--- src/rtl/mips_pkg.sv ---
// Shared MIPS definitions: HI/LO unit op encodings, FSM states and datapath width.
package mips_pkg;

  localparam int DATA_W = 32;

  typedef enum logic [1:0] {
    MD_MULT = 2'b00,
    MD_DIV  = 2'b01,
    MD_MTHI = 2'b10,
    MD_MTLO = 2'b11
  } mdOp_t;

  typedef enum logic [1:0] {
    IDLE = 2'b00,
    CALC = 2'b01,
    FIN  = 2'b10
  } mdState_t;

endpackage

--- src/rtl/muldiv_unit.sv ---
// Iterative 32-cycle multiply/divide unit owning the HI/LO registers.
// Define MULDIV_SIGNED_EN to honour is_signed; otherwise every MULT/DIV is unsigned.
module muldiv_unit
  import mips_pkg::*;
(
  input  logic              clk,
  input  logic              rst,
  input  logic              start,
  input  logic [1:0]        op,
  input  logic              is_signed,
  input  logic [DATA_W-1:0] a,
  input  logic [DATA_W-1:0] b,
  output logic              busy,
  output logic              done,
  output logic              div_zero,
  output logic [DATA_W-1:0] hi,
  output logic [DATA_W-1:0] lo
);

  mdState_t            state, nextState;
  mdOp_t               opCode;
  logic                signedMode;
  logic                accept;
  logic [DATA_W-1:0]   aMag, bMag;

  // Shared datapath: acc holds {partial product, multiplier} or {remainder, quotient}.
  logic [2*DATA_W-1:0] acc, accStep;
  logic [DATA_W-1:0]   operand;
  logic [4:0]          iterCnt;
  logic                isDivOp, negRes, negRem, divByZero;
  logic [DATA_W:0]     addSum, trial;
  logic [2*DATA_W-1:0] prodFix;
  logic [DATA_W-1:0]   quoFix, remFix;

  assign opCode = mdOp_t'(op);

`ifdef MULDIV_SIGNED_EN
  assign signedMode = is_signed;
`else
  // Tied off so every sign-correction path below folds away as constant.
  assign signedMode = is_signed & 1'b0;
`endif

  assign aMag   = (signedMode && a[DATA_W-1]) ? -a : a;
  assign bMag   = (signedMode && b[DATA_W-1]) ? -b : b;
  assign accept = (state == IDLE) && start && (opCode == MD_MULT || opCode == MD_DIV);
  assign busy   = (state != IDLE);

  // Shift-add uses the 33-bit sum as the new upper half; restoring divide compares
  // the 33-bit shifted remainder against the divisor and keeps it only without borrow.
  assign addSum = {1'b0, acc[2*DATA_W-1:DATA_W]} + {1'b0, (acc[0] ? operand : '0)};
  assign trial  = acc[2*DATA_W-1:DATA_W-1] - {1'b0, operand};

  // NOTE: every always_comb output gets a default first so no path can infer a latch.
  always_comb begin
    accStep = acc;
    if (isDivOp) begin
      if (!trial[DATA_W]) accStep = {trial[DATA_W-1:0], acc[DATA_W-2:0], 1'b1};
      else                accStep = {acc[2*DATA_W-2:0], 1'b0};
    end else begin
      accStep = {addSum, acc[DATA_W-1:1]};
    end
  end

  assign prodFix = negRes ? -acc : acc;
  assign quoFix  = negRes ? -acc[DATA_W-1:0] : acc[DATA_W-1:0];
  assign remFix  = negRem ? -acc[2*DATA_W-1:DATA_W] : acc[2*DATA_W-1:DATA_W];

  always_comb begin
    nextState = state;
    case (state)
      IDLE: if (accept) nextState = (opCode == MD_DIV && b == '0) ? FIN : CALC;
      CALC: if (iterCnt == 5'd31) nextState = FIN;
      FIN:  nextState = IDLE;
      default: nextState = IDLE;
    endcase
  end

  // NOTE: sequential state uses non-blocking assignments so all registers update
  // from the same pre-edge values.
  always_ff @(posedge clk) begin
    if (rst) begin
      state     <= IDLE;
      done      <= 1'b0;
      div_zero  <= 1'b0;
      hi        <= '0;
      lo        <= '0;
      acc       <= '0;
      operand   <= '0;
      iterCnt   <= '0;
      isDivOp   <= 1'b0;
      negRes    <= 1'b0;
      negRem    <= 1'b0;
      divByZero <= 1'b0;
    end else begin
      state    <= nextState;
      done     <= (state == FIN);
      div_zero <= (state == FIN) && divByZero;
      case (state)
        IDLE: begin
          if (start) begin
            case (opCode)
              MD_MTHI: hi <= a;
              MD_MTLO: lo <= a;
              default: begin
                isDivOp   <= (opCode == MD_DIV);
                acc       <= {{DATA_W{1'b0}}, aMag};
                operand   <= bMag;
                iterCnt   <= '0;
                negRes    <= signedMode && (a[DATA_W-1] ^ b[DATA_W-1]);
                negRem    <= signedMode && a[DATA_W-1];
                divByZero <= (opCode == MD_DIV) && (b == '0);
              end
            endcase
          end
        end
        CALC: begin
          acc     <= accStep;
          iterCnt <= iterCnt + 5'd1;
        end
        FIN: begin
          if (!divByZero) begin
            if (isDivOp) begin
              hi <= remFix;
              lo <= quoFix;
            end else begin
              {hi, lo} <= prodFix;
            end
          end
        end
        default: ;
      endcase
    end
  end

endmodule

--- config.mk ---
export PLATFORM = sky130hd
export DESIGN_NAME = muldiv_unit
export DESIGN_NICKNAME = d
export VERILOG_FILES = /design/src/rtl/mips_pkg.sv /design/src/rtl/muldiv_unit.sv
export SDC_FILE = /design/constraint.sdc
export NUM_CORES = 1
export LEC_CHECK = 0
export CORE_MARGIN = 4
export CORE_UTILIZATION = 55
export DETAILED_ROUTE_END_ITERATION = 10
export DONT_BUFFER_PORTS = 1
export PLACE_DENSITY = 0.71
export SYNTH_ARGS = -nofsm -noshare
export SYNTH_HDL_FRONTEND = slang
export SYNTH_SLANG_ARGS = --single-unit
--- constraint.sdc ---
create_clock -name clk -period 4 [get_ports clk]
set_clock_uncertainty 0.1 [all_clocks]
set_input_delay 0.6 -clock clk [delete_from_list [all_inputs] [get_ports clk]]
set_output_delay 0.6 -clock clk [all_outputs]
set_load 0.02 [all_outputs]
### After elaboration in Yosys (flattened, before gate mapping)

Cells that the tools add are included.

* flip-flop bits (word level): 171
* output and inout bits: 67
* word-level logic and storage cells: 65

* $add $sub $neg: 3
* equal/unequal tests: 13
* mux-type cells: 21
* bitwise gates (word level): 1
* reduce and logical (&&, ||, !) cells: 17

Operators with widths (count)
* $mux 64: 4
* $mux 32: 7
* $pmux 32 s2: 2
* $pmux 64 s2: 1
* $add 32x32->33: 1
* $sub 33x32->33: 1
* $logic_not 32->1: 1
* $mux 5: 2
* $ne 2x2->1 const B: 5
* $pmux 5 s2: 1
* $reduce_and 4->1: 2
* $eq 2x2->1 const B: 3
* $mux 2: 3
* $reduce_and 3->1: 2
* $reduce_bool 2->1: 3
* $add 5x1->5 const B: 1
* $eq 5x5->1 const B: 1
* $eq 2x1->1 const B: 2
* $logic_and 1x1->1: 4
* $logic_not 2->1: 2
* $ne 2x1->1 const B: 2
* $pmux 2 s2: 1
* $reduce_and 2->1: 1
* $reduce_or 2->1: 1
* other kinds (2): 2

### Logic depth before layout (Yosys ltp)

Gate-level depths: netlist (run 1).

* word-level depth: 5
* depth in mapped cells: 14
* mapped depth without buffers: 14

### Worst setup path after synthesis (run 1)

OpenSTA, ideal clock, no wires.

* path kind: flip-flop to flip-flop
* start: reg acc[0]
* end: reg acc[61]
* arrival time: 3.004 ns
* required time: 3.776 ns
* setup slack: 0.772 ns
* stages on the path, launching flop included: 15
* cell sequence: dfxtp_1 > and2_1 > ha_1 > inv_1 > fa_1 > nand2b_1 > a211oi_1 > nor4b_1 > o41a_1 > o31ai_2 > a21oi_1 > o21ai_0 > xnor2_1 > a22oi_1 > o21ai_1

* cells in the longest elaborated chain, start to end: 4

RTL lines
* start, declared: RTL line muldiv_unit.sv:27 `logic [2*DATA_W-1:0] acc, accStep;`
* start signal, assigned: RTL line muldiv_unit.sv:107 `acc <= {{DATA_W{1'b0}}, aMag};`
* start signal, assigned: RTL line muldiv_unit.sv:118 `acc <= accStep;`
* $mux 32: RTL line muldiv_unit.sv:51 `assign addSum = {1'b0, acc[2*DATA_W-1:DATA_W]} + {1'b0, (acc[0] ? operand : '0)};`
* $add 32x32->33: RTL line muldiv_unit.sv:51
* $mux 64: RTL line muldiv_unit.sv:57 `if (isDivOp) begin`
* $pmux 64 s2: RTL line muldiv_unit.sv:99 `case (state)`

Every way passes these cells.
A chain may end at the register's enable or synchronous reset.

### Worst setup path after layout (run 1)

* start: reg acc[0]
* end: reg acc[63]

Same word-level chain as after synthesis.

==> results.sh, run 1 <==
export IMPL_run_status="finished, final reports clean"
export IMPL_dp_slack_ns=0.364
export IMPL_tightest_slew_ns=1.02
export IMPL_cts_reportedPaths_clkPinSlew_ns=0.07
export IMPL_route_detailed_wl_per_inst_um=18.3
export IMPL_synth_seq_area_share_pct=31.1
export IMPL_cts_hold_buffers_added=0
export IMPL_final_design_area_no_fill_sq_mm=0.0118
export IMPL_maximum_number_of_pins_on_one_net_before_global_route_repair=145
export IMPL_critPathLaunchType="flip-flop"
export IMPL_flip_flop_and_latch_count_after_synthesis=171
export IMPL_p_leak_nw=4.53
export IMPL_multiInputGateArea_sq_mm=0.00699
export IMPL_post_route_worst_setup_slack_ns=0.278
export IMPL_routed_via_density=6.13
export IMPL_firstDrtPassIters=5
export IMPL_clk_insertion_delay_late_ns=0.44
export IMPL_cts_setup_buffers=0
export IMPL_regArea_sq_mm=0.00342
export IMPL_netlist_cell_type_count=72
export IMPL_die_y_um=149
export IMPL_mappedNetlistNets=1553
export IMPL_criticalPathCategory="flip-flop to flip-flop"
export IMPL_fin_crit_ns=3.72
export IMPL_place_gp_congestion=0.942
export IMPL_final_total_negative_setup_slack_ns=0
export IMPL_cell_internal_pwr_mw=3.09
export IMPL_design_core_area_sq_mm=0.0196
export IMPL_buffer_ports_inserted=0
export IMPL_final_hold_violation_count=0
export IMPL_cts_resized_gates=0
export IMPL_mostFrequentLayoutCell="sky130_fd_sc_hd__dfxtp_1"
export IMPL_power_net_switching_mw=1.36
export IMPL_setup_viol=0
export IMPL_layout_common_cells="sky130_fd_sc_hd__dfxtp_1 (170), sky130_fd_sc_hd__a21oi_1 (169), sky130_fd_sc_hd__nor2_1 (159)"
export IMPL_synth_edf_count=0
export IMPL_power_total_mw=4.45
export IMPL_cp_data_arrival_time_ns=3.98
export IMPL_timing_final_crit_share_pct=93.1
export IMPL_global_route_wire_length_before_repair_um=48100
export IMPL_tritoncts="done"
export IMPL_crit_fanout=5
export IMPL_synth_async_sr_flop_share_pct=0
export IMPL_clock_tree_htree_level_count=4
export IMPL_power_combinational_fraction_pct=18.0
export IMPL_dp_hpwl_um=22000
export IMPL_post_dp_cell_area_sq_mm=0.0112
export IMPL_cts_buffers_inserted=17
export IMPL_cts_root_to_sink_buffers=2
export IMPL_share_clk_of_total_power_pct=38.5
export IMPL_total_power_per_unit_cell_area_mw_per_mm2=376
export IMPL_grt_use_total_pct=26.7
export IMPL_clock_tree_root_buffer_cell="sky130_fd_sc_hd__clkbuf_16"
export IMPL_initial_utilization_pct=56.2
export IMPL_floorplan_io_pins=137
export IMPL_synth_yosys_warnings=0
export IMPL_netlist_area_sq_mm=0.0110
export IMPL_pwr_share_seq_pct=43.4
export IMPL_timing_hold_worst_class="input port to flip-flop"
export IMPL_detail_route_antenna_nets=0
export IMPL_finalMaxSlewViolations=0
export IMPL_synthCells=1415
export IMPL_antenna_found_initial=0
export IMPL_synth_top_flop_cell="sky130_fd_sc_hd__dfxtp_1"
export IMPL_final_net_count=1507
export IMPL_drv_max_cap_violation_count=0
export IMPL_areaGrowthSynthToFinish_pct=7.63
export IMPL_drc_errors=0
export IMPL_row_count=51
export IMPL_cts_num_sinks=171
export IMPL_timing_max_slew_rel_slack_pct=31.9
export IMPL_drt_wl_total_um=30100
export IMPL_global_route_overflow_total=0
export IMPL_ir_drop_uv=279
export IMPL_vias=10091
export IMPL_worst_ep_required_time_ns=4.26
export IMPL_maxClockFrequency_ghz=0.269
export IMPL_die_area_sq_mm=0.0223
export IMPL_antenna_cells_inserted=0
export IMPL_rsz0062_at_grt="no"
export IMPL_fillerInstances=1810
export IMPL_category_of_the_worst_setup_path_capture_point="flip-flop"
export IMPL_die_x_um=149
export IMPL_power_share_switching_pct=30.5
export IMPL_postSynthAreaPerCell_sq_um=7.77
export IMPL_detail_route_iter0_violations=651
export IMPL_grt_pass1_vias=9260
export IMPL_post_route_cells_drive_above_1_share_pct=6.30
[through the flow]
stage                     util [%]  hold WS [ns]  std cells
after floorplan                  -         0.344       1415
after global placement        57.4         0.354       1615
after detailed placement      57.4         0.358       1615
after CTS                     60.4         0.130       1646
after global routing          60.4         0.125       1646
final                         60.4         0.150       1646
[cells by family (layout without fill, tap and decap cells)]
group | count (synthesis) | after routing | synth area share (%)
compound gates | 479 | 479 | 27.8
xor+xnor | 50 | 50 | 4.15
fa+ha+maj | 68 | 68 | 7.87
buf+inv | 162 | 128 | 5.76
flops | 171 | 171 | 31.1
mux | 57 | 57 | 5.21
simple gates | 428 | 428 | 18.1
[registers in the layout (all words and copies together), names as in the netlist, 2 cells and up]
name     cells
iterCnt      5
state        2
hi          32
operand     32
lo          32
acc         64
[path summary, 6_finish.rpt]
| path | from | end | slack (ns) | cells past startpoint |
|---|---|---|---|---|
| max | acc[0] | acc[63] | 0.28 | 14 |
| min | rst | lo[16] | 0.15 | 1 |
| max reg2reg | acc[0] | acc[63] | 0.28 | 14 |
| min reg2reg | operand[4] | operand[4] | 0.37 | 2 |
[layout make-up]
class | instances | area share, %
clock inverter | 13 | 1.32
sequential | 171 | 28.9
inverter | 71 | 2.25
clock buffer | 18 | 3.71
timing repair buffer | 26 | 1.97
tap | 265 | 2.80
multi-input combinational | 1082 | 59.0
[power groups by stage]
stage / clock network (mW) / logic, mW / registers [mW]
after floorplan: 0 / 0.639 / 1.94
after global placement: 0 / 0.778 / 1.97
after detailed placement: 0 / 0.794 / 1.97
after CTS: 1.73 / 0.797 / 1.93
after global routing: 1.80 / 0.887 / 1.94
final: 1.71 / 0.802 / 1.93
[worst max-delay path, cell delays in order, from the launching register on]
cell and delay, ns:
sky130_fd_sc_hd__dfxtp_1 0.41, sky130_fd_sc_hd__and2_1 0.15, sky130_fd_sc_hd__ha_1 0.18, sky130_fd_sc_hd__inv_1 0.07, sky130_fd_sc_hd__fa_1 0.40, sky130_fd_sc_hd__nand2b_1 0.19, sky130_fd_sc_hd__a211oi_1 0.31, sky130_fd_sc_hd__nor4b_1 0.14
sky130_fd_sc_hd__o41a_1 0.41, sky130_fd_sc_hd__o31ai_2 0.42, sky130_fd_sc_hd__a21oi_1 0.20, sky130_fd_sc_hd__o221ai_1 0.22, sky130_fd_sc_hd__a21o_1 0.15, sky130_fd_sc_hd__o311ai_0 0.13, sky130_fd_sc_hd__a31oi_1 0.15
[routing by layer]
metal	global-route usage [%]	vias up	share of wire, %
met1	38.0	4691	46
met2	40.9	333	44
met5	0	-	0
li1	-	5027	-
met3	4.72	40	7.5
met4	8.97	0	2.5
[cell usage after synthesis, types with 3 or more instances]
cell / number / area [sq um]
sky130_fd_sc_hd__a311oi_1: 8 / 70.1
sky130_fd_sc_hd__xor2_1: 18 / 158
sky130_fd_sc_hd__xnor2_1: 31 / 272
sky130_fd_sc_hd__nand2_1: 119 / 447
sky130_fd_sc_hd__buf_1: 7 / 26.3
sky130_fd_sc_hd__o211ai_1: 5 / 37.5
sky130_fd_sc_hd__a31oi_1: 8 / 50.1
sky130_fd_sc_hd__nand3_1: 15 / 75.1
sky130_fd_sc_hd__nor3_1: 14 / 70.1
sky130_fd_sc_hd__a21o_1: 18 / 135
sky130_fd_sc_hd__and2_1: 41 / 257
sky130_fd_sc_hd__o21ai_1: 26 / 130
sky130_fd_sc_hd__a211oi_1: 83 / 623
sky130_fd_sc_hd__o21ai_0: 65 / 325
sky130_fd_sc_hd__o21bai_1: 6 / 45.0
sky130_fd_sc_hd__nor4_1: 10 / 62.6
sky130_fd_sc_hd__clkbuf_1: 78 / 293
sky130_fd_sc_hd__nand3b_1: 4 / 30.0
sky130_fd_sc_hd__mux2i_1: 55 / 551
sky130_fd_sc_hd__o31ai_1: 4 / 30.0
sky130_fd_sc_hd__nor2_1: 160 / 601
sky130_fd_sc_hd__nand2b_1: 12 / 75.1
sky130_fd_sc_hd__and3_1: 13 / 81.3
sky130_fd_sc_hd__o21a_1: 9 / 67.6
sky130_fd_sc_hd__a211o_1: 3 / 26.3
sky130_fd_sc_hd__dfxtp_1: 171 / 3420
sky130_fd_sc_hd__nand4_1: 10 / 62.6
sky130_fd_sc_hd__a22oi_1: 20 / 150
sky130_fd_sc_hd__or2_2: 5 / 31.3
sky130_fd_sc_hd__or3_1: 3 / 18.8
sky130_fd_sc_hd__nor4b_1: 3 / 26.3
sky130_fd_sc_hd__inv_1: 71 / 267
sky130_fd_sc_hd__nor2b_1: 11 / 68.8
sky130_fd_sc_hd__o221ai_1: 27 / 236
sky130_fd_sc_hd__ha_1: 66 / 826
sky130_fd_sc_hd__a21oi_1: 171 / 856
(Power assumes the default switching activity.)
==> inputs of run 2 (changes only) <==
TNS_END_PERCENT = 20   (was not set)
==> results of run 2 <==
Same layout as run 1: the final DEF is identical, and so are final timing and power.
